<file path="src/rtl/addsub_pkg.sv">
// rtl/addsub_pkg.sv - shared types and constants for the serial add/sub arbiter
package addsub_pkg;

   typedef enum logic [1:0] {
      IDLE = 2'd0,
      RUN  = 2'd1,
      DONE = 2'd2
   } state_e;

   localparam int   CHUNK_W = 3;
   localparam logic OP_ADD  = 1'b0;
   localparam logic OP_SUB  = 1'b1;

endpackage

</file>
<file path="src/rtl/addsub_chunk.sv">
// rtl/addsub_chunk.sv - combinational 3-bit add/sub slice with carry-in and carry into MSB
module addsub_chunk
   import addsub_pkg::*;
(
   input  logic [CHUNK_W-1:0] a_i,
   input  logic [CHUNK_W-1:0] b_i,
   input  logic               sub_i,
   input  logic               cin_i,
   output logic [CHUNK_W-1:0] z_o,
   output logic               cout_o,
   output logic               c_msb_o
);

   logic [CHUNK_W-1:0] b_x;
   logic [CHUNK_W:0]   sum;

   assign b_x     = (sub_i == OP_SUB) ? ~b_i : b_i;
   assign sum     = {1'b0, a_i} + {1'b0, b_x} + {{CHUNK_W{1'b0}}, cin_i};
   assign z_o     = sum[CHUNK_W-1:0];
   assign cout_o  = sum[CHUNK_W];
   // Carry into the top bit, recovered from the top sum bit and its two inputs.
   assign c_msb_o = a_i[CHUNK_W-1] ^ b_x[CHUNK_W-1] ^ sum[CHUNK_W-1];

endmodule

</file>
<file path="src/rtl/addsub_seq_arb.sv">
// rtl/addsub_seq_arb.sv - round-robin arbiter sharing one serial 3-bit add/sub chunk; OVF_DETECT_EN adds res_ovf
module addsub_seq_arb
   import addsub_pkg::*;
#(
   parameter int WIDTH = 9
) (
   input  logic             clk,
   input  logic             rst_n,
   input  logic             req0_valid,
   output logic             req0_ready,
   input  logic [WIDTH-1:0] req0_a,
   input  logic [WIDTH-1:0] req0_b,
   input  logic             req0_sub,
   input  logic             req1_valid,
   output logic             req1_ready,
   input  logic [WIDTH-1:0] req1_a,
   input  logic [WIDTH-1:0] req1_b,
   input  logic             req1_sub,
   output logic             res_valid,
   input  logic             res_ready,
   output logic             res_id,
   output logic [WIDTH-1:0] res_z,
   output logic             res_cout,
`ifdef OVF_DETECT_EN
   output logic             res_ovf,
`endif
   output logic             busy
);

   localparam int N_CHUNK = WIDTH / CHUNK_W;
   localparam int IDX_W   = (N_CHUNK > 1) ? $clog2(N_CHUNK) : 1;
   localparam logic [IDX_W-1:0] LAST_IDX = IDX_W'(N_CHUNK - 1);

   state_e             state_q;
   logic [WIDTH-1:0]   a_q, b_q, z_q;
   logic [IDX_W-1:0]   idx_q;
   logic               sub_q, id_q, carry_q, cout_q, valid_q, busy_q, prio_q;

   logic               grant;
   logic [WIDTH-1:0]   acc_a_d, acc_b_d, z_d;
   logic               acc_sub_d;
   logic [WIDTH+CHUNK_W-1:0] z_ext;

   logic [CHUNK_W-1:0] chunk_z;
   logic               chunk_cout, chunk_c_msb;

   always_comb begin
      grant = 1'b0;
      if (req0_valid && req1_valid) grant = prio_q;
      else                          grant = req1_valid;
   end

   assign req0_ready = rst_n && (state_q == IDLE) && !grant && req0_valid;
   assign req1_ready = rst_n && (state_q == IDLE) &&  grant && req1_valid;

   assign acc_a_d   = grant ? req1_a   : req0_a;
   assign acc_b_d   = grant ? req1_b   : req0_b;
   assign acc_sub_d = grant ? req1_sub : req0_sub;

   // Result fills from the top: after N_CHUNK shifts chunk 0 lands in the low bits.
   assign z_ext = {chunk_z, z_q};
   assign z_d   = z_ext[WIDTH+CHUNK_W-1:CHUNK_W];

   addsub_chunk u_chunk (
      .a_i     (a_q[CHUNK_W-1:0]),
      .b_i     (b_q[CHUNK_W-1:0]),
      .sub_i   (sub_q),
      .cin_i   (carry_q),
      .z_o     (chunk_z),
      .cout_o  (chunk_cout),
      .c_msb_o (chunk_c_msb)
   );

`ifdef OVF_DETECT_EN
   logic ovf_q;
   assign res_ovf = ovf_q;

   always_ff @(posedge clk or negedge rst_n) begin
      if (!rst_n)                                         ovf_q <= 1'b0;
      else if (state_q == RUN && idx_q == LAST_IDX)       ovf_q <= chunk_c_msb ^ chunk_cout;
   end
`else
   logic unused_c_msb;
   assign unused_c_msb = chunk_c_msb;
`endif

   always_ff @(posedge clk or negedge rst_n) begin
      if (!rst_n) begin
         state_q <= IDLE;
         a_q     <= '0;
         b_q     <= '0;
         z_q     <= '0;
         idx_q   <= '0;
         sub_q   <= OP_ADD;
         id_q    <= 1'b0;
         carry_q <= 1'b0;
         cout_q  <= 1'b0;
         valid_q <= 1'b0;
         busy_q  <= 1'b0;
         prio_q  <= 1'b0;
      end else begin
         case (state_q)
            IDLE: begin
               if (req0_ready || req1_ready) begin
                  a_q     <= acc_a_d;
                  b_q     <= acc_b_d;
                  sub_q   <= acc_sub_d;
                  id_q    <= grant;
                  carry_q <= acc_sub_d;
                  idx_q   <= '0;
                  busy_q  <= 1'b1;
                  state_q <= RUN;
               end
            end
            RUN: begin
               a_q     <= a_q >> CHUNK_W;
               b_q     <= b_q >> CHUNK_W;
               z_q     <= z_d;
               carry_q <= chunk_cout;
               idx_q   <= idx_q + 1'b1;
               if (idx_q == LAST_IDX) begin
                  cout_q  <= chunk_cout;
                  valid_q <= 1'b1;
                  state_q <= DONE;
               end
            end
            DONE: begin
               if (res_ready) begin
                  valid_q <= 1'b0;
                  busy_q  <= 1'b0;
                  prio_q  <= ~id_q;
                  state_q <= IDLE;
               end
            end
            default: state_q <= IDLE;
         endcase
      end
   end

   assign res_valid = valid_q;
   assign res_id    = id_q;
   assign res_z     = z_q;
   assign res_cout  = cout_q;
   assign busy      = busy_q;

endmodule

</file>
<file path="config.mk">
export PLATFORM = sky130hd
export DESIGN_NAME = addsub_seq_arb
export DESIGN_NICKNAME = d
export VERILOG_FILES = /design/src/rtl/addsub_pkg.sv /design/src/rtl/addsub_chunk.sv /design/src/rtl/addsub_seq_arb.sv
export SDC_FILE = /design/constraint.sdc
export NUM_CORES = 1
export LEC_CHECK = 0
export CORE_UTILIZATION = 52
export CTS_BUF_LIST = sky130_fd_sc_hd__clkbuf_4 sky130_fd_sc_hd__clkbuf_8
export DETAILED_ROUTE_END_ITERATION = 7
export PLACE_DENSITY = 0.94
export REMOVE_ABC_BUFFERS = 1
export SYNTH_ARGS = -nofsm -noshare
export SYNTH_HDL_FRONTEND = slang
export SYNTH_HIERARCHICAL = 1
export SYNTH_SLANG_ARGS = --single-unit
</file>
<file path="constraint.sdc">
create_clock -name clk -period 3.55 [get_ports clk]
set_clock_uncertainty 0.2 [all_clocks]
set_input_delay 0.8875 -clock clk [delete_from_list [all_inputs] [get_ports clk]]
set_output_delay 0.8875 -clock clk [all_outputs]
set_load 0.005 [all_outputs]
</file>
Word-level counts from Yosys, hierarchy flattened
Index checks and enable logic that the tools add are counted.
{"block": "classes", "n_addsub": 3, "n_eq_ne": 6, "muxes": 22, "bitwise": 2, "reduce_logical": 19}
{"op": "9-bit 2-to-1 mux", "n": 4}
{"op": "9-bit one-hot mux with 2 select lines", "n": 2}
{"op": "3-bit AND reduction", "n": 3}
{"op": "2-bit 2-to-1 mux", "n": 4}
{"op": "2-bit AND reduction", "n": 4}
{"op": "1-bit logical AND", "n": 6}
{"op": "1-bit 2-to-1 mux", "n": 6}
{"op": "1-bit one-hot mux with 2 select lines", "n": 3}
{"op": "2-bit one-hot mux with 3 select lines", "n": 1}
{"op": "2-bit nonzero test", "n": 3}
{"op": "3-bit by 3-bit adder with 4-bit output", "n": 1}
{"op": "4-bit by 1-bit adder with 4-bit output", "n": 1}
{"op": "2-bit equality test, second input constant", "n": 2}
{"op": "2-bit inequality test, second input constant", "n": 2}
{"op": "2-bit one-hot mux with 2 select lines", "n": 1}
{"op": "3-bit 2-to-1 mux", "n": 1}
{"op": "3-bit inverter", "n": 1}
{"op": "2-bit by 1-bit adder with 2-bit output, second input constant", "n": 1}
{"op": "2-bit by 1-bit equality test with 1-bit output, second input constant", "n": 1}
{"op": "2-bit zero test", "n": 1}
{"op": "2-bit by 1-bit inequality test with 1-bit output, second input constant", "n": 1}
{"op": "1-bit zero test", "n": 1}
{"op": "1-bit logical OR", "n": 1}
{"op": "1-bit inverter", "n": 1}
{"block": "word_totals", "ff_bits": 38, "output_inout_bits": 15, "elab_cells": 64}

Depth between registers and ports, before layout
{"block": "depth", "ltp_word": 8, "mapped_depth": 6, "mapped_depth_nobuf": 6}

By module
The synthesis kept the hierarchy.
{"module": "addsub_seq_arb", "n_inst": 1, "cells_each": 171, "area_each_um2": 1816.7, "seq_area_each_um2": 950.9}
{"module": "addsub_chunk", "n_inst": 1, "cells_each": 12, "area_each_um2": 117.6, "seq_area_each_um2": 0.0}

Worst setup path before layout
Ideal clock, no wire load.
{"block": "synth_path", "path_kind": "input to output", "startpoint": "input rst_n", "endpoint": "output req1_ready", "arrival_ps": 1301, "slack_ps": 1161, "path_stages": 2, "path_buffers": 0, "path_cell_list": "nor3b_4 and3_1"}
{"block": "synth_between", "elab_chain_cells": 3}
{"element": "start, declared", "line_no": "addsub_seq_arb.sv:8", "text": "input logic rst_n,"}
{"element": "1-bit logical AND (3 in series)", "line_no": "addsub_seq_arb.sv:54", "text": "assign req1_ready = rst_n && (state_q == IDLE) && grant && req1_valid;"}
{"element": "end, declared", "line_no": "addsub_seq_arb.sv:15", "text": "output logic req1_ready,"}
Every way passes these cells.

Final worst setup path
{"block": "layout_path", "startpoint": "input req0_valid", "endpoint": "output req0_ready"}
{"block": "layout_between", "elab_chain_cells": 5}
{"element": "start, declared", "line_no": "addsub_seq_arb.sv:9", "text": "input logic req0_valid,"}
{"element": "1-bit logical AND", "line_no": "addsub_seq_arb.sv:49", "text": "if (req0_valid && req1_valid) grant = prio_q;"}
{"element": "1-bit 2-to-1 mux", "line_no": "addsub_seq_arb.sv:49"}
{"element": "1-bit zero test", "line_no": "addsub_seq_arb.sv:53", "text": "assign req0_ready = rst_n && (state_q == IDLE) && !grant && req0_valid;"}
{"element": "1-bit logical AND", "line_no": "addsub_seq_arb.sv:53"}
{"element": "1-bit logical AND (*)", "line_no": "addsub_seq_arb.sv:53"}
{"element": "end, declared", "line_no": "addsub_seq_arb.sv:10", "text": "output logic req0_ready,"}
Mark *: on every way between the ends. The rest lies on a longest branch, timed or not.

==> metrics.cfg <==
[critical_path]
critPathKind=in -> out
critPathArrivalTime_ns=2.31
start_kind=input port
cp-end-kind=output pin
cp.required_ns=2.46
critPathMaxFanout=5

[sta]
fin_crit_ns=3.39
hold_viol=0
tns_ns=0
rsz0062_at_grt=false
fin_crit_sh=0.956
drv_slew=0
finalSetupViolCount=0
max_freq_ghz=0.295
max_slew_margin=0.519
tightest_slew_ns=0.722

[clock_tree]
cts_sinks=38
hold_buffers=0
insertion_delay_ns=0.29
cts_max_path_buffers=2
cts_resized=0
cts_buffers=5
post_cts_buffers=0
cts_tree=done
htreeDepth=2
cts_root_buf=clkbuf_8
clk_pin_slew_ns=0.07

[placed_design]
place.gp.congestion=0.800
post-place-cells=280
place_area_sq_mm=0.00250
dp_hpwl_mm=2.84
io_buffers=57

[floorplanning]
die_w_microns=62.9
ios=58
dieArea_sq_mm=0.00396
row_count=21
start_util=0.561
core_sq_mm=0.00344
dieHeight_microns=62.9

[routing]
drc=0
wire_per_inst_microns=13.5
drt_iter0_drc=115
routed_wl_mm=3.89
antenna_left=0
first_pass_iters=5
vias_per_cell=5.29
via_count=1523

[cells_and_area]
final_common_cell=clkdlybuf4s50_1
layout.nets=289
final_cell_mix=clkdlybuf4s50_1, nand2_1, dfrtp_1
antennaDiodeCount=0
final.fill_count=231
area_growth_pct=34.4
fin_area_sq_mm=0.00259
fin_cells=288
drive_gt1_frac=0.112

[global_route]
antenna_found_initial=0
grt_pass1_wl_mm=6.71
grt_pass1_vias=1486
overflow=0
grt_max_degree=40
track_usage=0.222

[synth]
synthCells=182
avgSynthCellArea_sq_um=10.6
yosys_warnings=6
syn_area_sq_mm=0.00193

[power]
power.leakage_uw=0.00122
ir_worst_vdd_mv=0.420
p_per_area_mw_per_mm2=769

[min_path]
hold_class=reg -> reg

[status]
status=finished, final reports clean

[job]
drv_cap=0

-- layout make-up --
| class | count | area, sq um | share of cell area |
|---|---|---|---|
| Timing Repair Buffer | 61 | 596 | 0.230 |
| Multi-Input combinational cell | 133 | 888 | 0.342 |
| Clock inverter | 1 | 5.00 | 0.00193 |
| Clock buffer | 7 | 90.1 | 0.0347 |
| Sequential cell | 38 | 951 | 0.366 |
| Inverter | 2 | 7.51 | 0.00289 |
| Tap cell | 46 | 57.6 | 0.0222 |
-- critical path: stages --
cell             delay (ns)
clkdlybuf4s50_1        0.50
nand2b_2               0.10
and2_1                 0.21
nor2_1                 0.11
clkdlybuf4s50_1        0.50
-- metal layers --
metal / routed length [microns] / track usage / vias up
li1: - / - / 760
met1: 1660 / 0.262 / 701
met2: 1950 / 0.372 / 48
met3: 145 / 0.0474 / 14
met4: 138 / 0.125 / 0
met5: 0 / 0 / -
-- path summary, 6_finish.rpt --
path / end / cells past startpoint / slack (ns) / startpoint
worst min register to register: res_z[1]$_DFFE_PN0N_ / 2 / 0.28 / res_z[1]$_DFFE_PN0N_
worst max-delay path: req0_ready / 5 / 0.16 / req0_valid
worst max register to register: res_z[8]$_DFFE_PN0N_ / 6 / 1.56 / sub_q$_DFFE_PN0P_
min in group asynchronous: prio_q$_DFFE_PN0P_ / 2 / 0.45 / rst_n
worst min-delay path: res_z[1]$_DFFE_PN0N_ / 2 / 0.28 / res_z[1]$_DFFE_PN0N_
max in group asynchronous: b_q[5]$_DFFE_PN0P_ / 2 / 2.36 / rst_n
-- report_power, final --
group | internal, uW | switching (uW)
clock network | 164 | 149
logic | 454 | 463
registers | 621 | 146
-- flip-flops by register name, summed over array words and instances (netlist names), 2 cells and up --
name	count
b_q	9
idx_q	2
a_q	9
res_z	9
state_q	2
-- through the flow --
step,worst slack (ns),hold slack (ns),utilization,power (uW)
2_1_floorplan,1.16,0.241,-,1330
3_3_place_gp,0.176,0.260,0.726,1640
3_5_place_dp,0.150,0.266,0.726,1700
4_1_cts,0.147,0.282,0.754,2010
5_1_grt,0.0840,0.288,0.754,2160
6_report,0.157,0.277,0.754,2000
Note: power is estimated with default switching activity, not from simulation.
==> patch (config.mk and constraints unchanged) <==
Encoding of `state_e`: now one-hot (3 bits for 3 states).
--- a/src/rtl/addsub_pkg.sv
+++ b/src/rtl/addsub_pkg.sv
@@ -3,6 +3,6 @@
 
-   typedef enum logic [1:0] {
-      IDLE = 2'd0,
-      RUN  = 2'd1,
-      DONE = 2'd2
+   typedef enum logic [2:0] {
+      IDLE = 3'b001,
+      RUN  = 3'b010,
+      DONE = 3'b100
    } state_e;
Check against the original RTL: no difference found for any inputs over 10 cycles, from zero or initial values and one cycle with rst_n low; not proved beyond that.
==> patch against the unedited design <==
- sequential cell count increased by 1
- worst setup slack got worse by 0.0034 ns
- final area increased by 8.6%
- power decreased by 1.5%
- die area increased by 11%
- non-clock buffer count increased by 3
- critical path depth unchanged
- combinational power decreased by 4.3%
- worst hold slack got worse by 0.0085 ns
- global-route usage increased by 3.4 points
- synthesized area increased by 11%
- synthesized cell count increased by 25%
- routed wire length increased by 26%
==> patch: results (changes against the unedited design) <==
| Metric | Value |
|---|---|
| Worst vdd ir | `0.285 mV (-32%)` |
| DP HPWL | `3.40 mm (+19%)` |
| Ant. Diodes | `0 (unchanged)` |
| WP data arrival | `2.31 ns (about the same)` |
| Placed inst area | `2730 um^2 (+9.1%)` |
| Clock Tree Buf Depth | `2 (unchanged)` |
| Final Max Slew Viols | `0 (unchanged)` |
| Final #Nets | `330 (+14%)` |
| DRT iter0 DRCs | `141 (+23%)` |
| Largest net degree at the start of global routing | `40 (unchanged)` |
| Fill count | `279 (+21%)` |
| Post-route ant nets | `0 (unchanged)` |
| Ratio of cells with drive above 1 in the final layout | `8.48% (-2.7 points)` |
| Outcome | `finished, final reports clean` |
| GRT Util Overall | `25.6% (+3.4 points)` |
| First-pass GRT wire length | `8.31 mm (+24%)` |
| Port Buffers | `57 (unchanged)` |
| Crit path largest cell delay | `0.54 ns (+0.04 ns)` |
| Pre-CTS setup slack | `0.156 ns (+0.00655 ns)` |
| Pre-antenna DRT Iters | `5 (unchanged)` |
| Static Leak | `1.27 nW (+4.2%)` |
| Synth Warn # | `6 (unchanged)` |
| Worst slew pin tran | `0.926 ns (+0.204 ns)` |
| CTS H-tree lvls | `2 (unchanged)` |
| Total Wirelength | `4.91 mm (+26%)` |
| Via Count | `1899 (+25%)` |
| Gpl congestion | `0.757 (-5.3%)` |
[patch: power breakdown]
part           switching [mW]  internal (mW)  leakage [nW]  total, mW
logic                   0.421          0.457         0.749      0.878
registers               0.132          0.647         0.474      0.779
clock network           0.147          0.162        0.0498      0.309
total                   0.700           1.27          1.27       1.97
[patch: final timing paths]
check	startpoint	to	slack [ns]	cells past startpoint
hold / removal	res_id	prio_q	0.27	1
setup reg to reg	state_q[2]	b_q[1]	1.30	3
max in group asynchronous	rst_n	state_q[0]	2.31	2
min in group asynchronous	rst_n	a_q[6]	0.49	2
setup / recovery	req0_valid	req1_ready	0.15	5
hold reg to reg	res_id	prio_q	0.27	1
[patch: worst register-to-register path, stage by stage (launching register included)]
cell and delay (ns):
dfrtp_1 0.52, nor3b_4 0.83, a22oi_1 0.24, mux2_1 0.34
[patch: per-stage QoR]
stage	instances	total power, mW	utilization, %
CTS	331	1.97	74.2
global placement	323	1.59	71.8
floorplan	211	1.29	-
global route	331	2.12	74.2
finish	331	1.97	74.2
detailed placement	323	1.65	71.8
[patch: routing by layer]
| metal | up-vias | wire length (um) | global-route usage (%) |
|---|---|---|---|
| met5 | - | 0 | 0 |
| met4 | 0 | 95 | 12.0 |
| met3 | 12 | 273 | 4.31 |
| met2 | 80 | 2550 | 44.4 |
| met1 | 915 | 1990 | 30.6 |
| li1 | 892 | - | - |
[patch: cell type report]
type	count	area, um^2	share of cell area [%]
multi-input cells	160	1030	36.4
flip-flops and latches	39	977	34.7
repair buffers	64	618	21.9
clock buffers	8	91.3	3.24
well taps	48	60.1	2.13
inverters	12	45.0	1.60
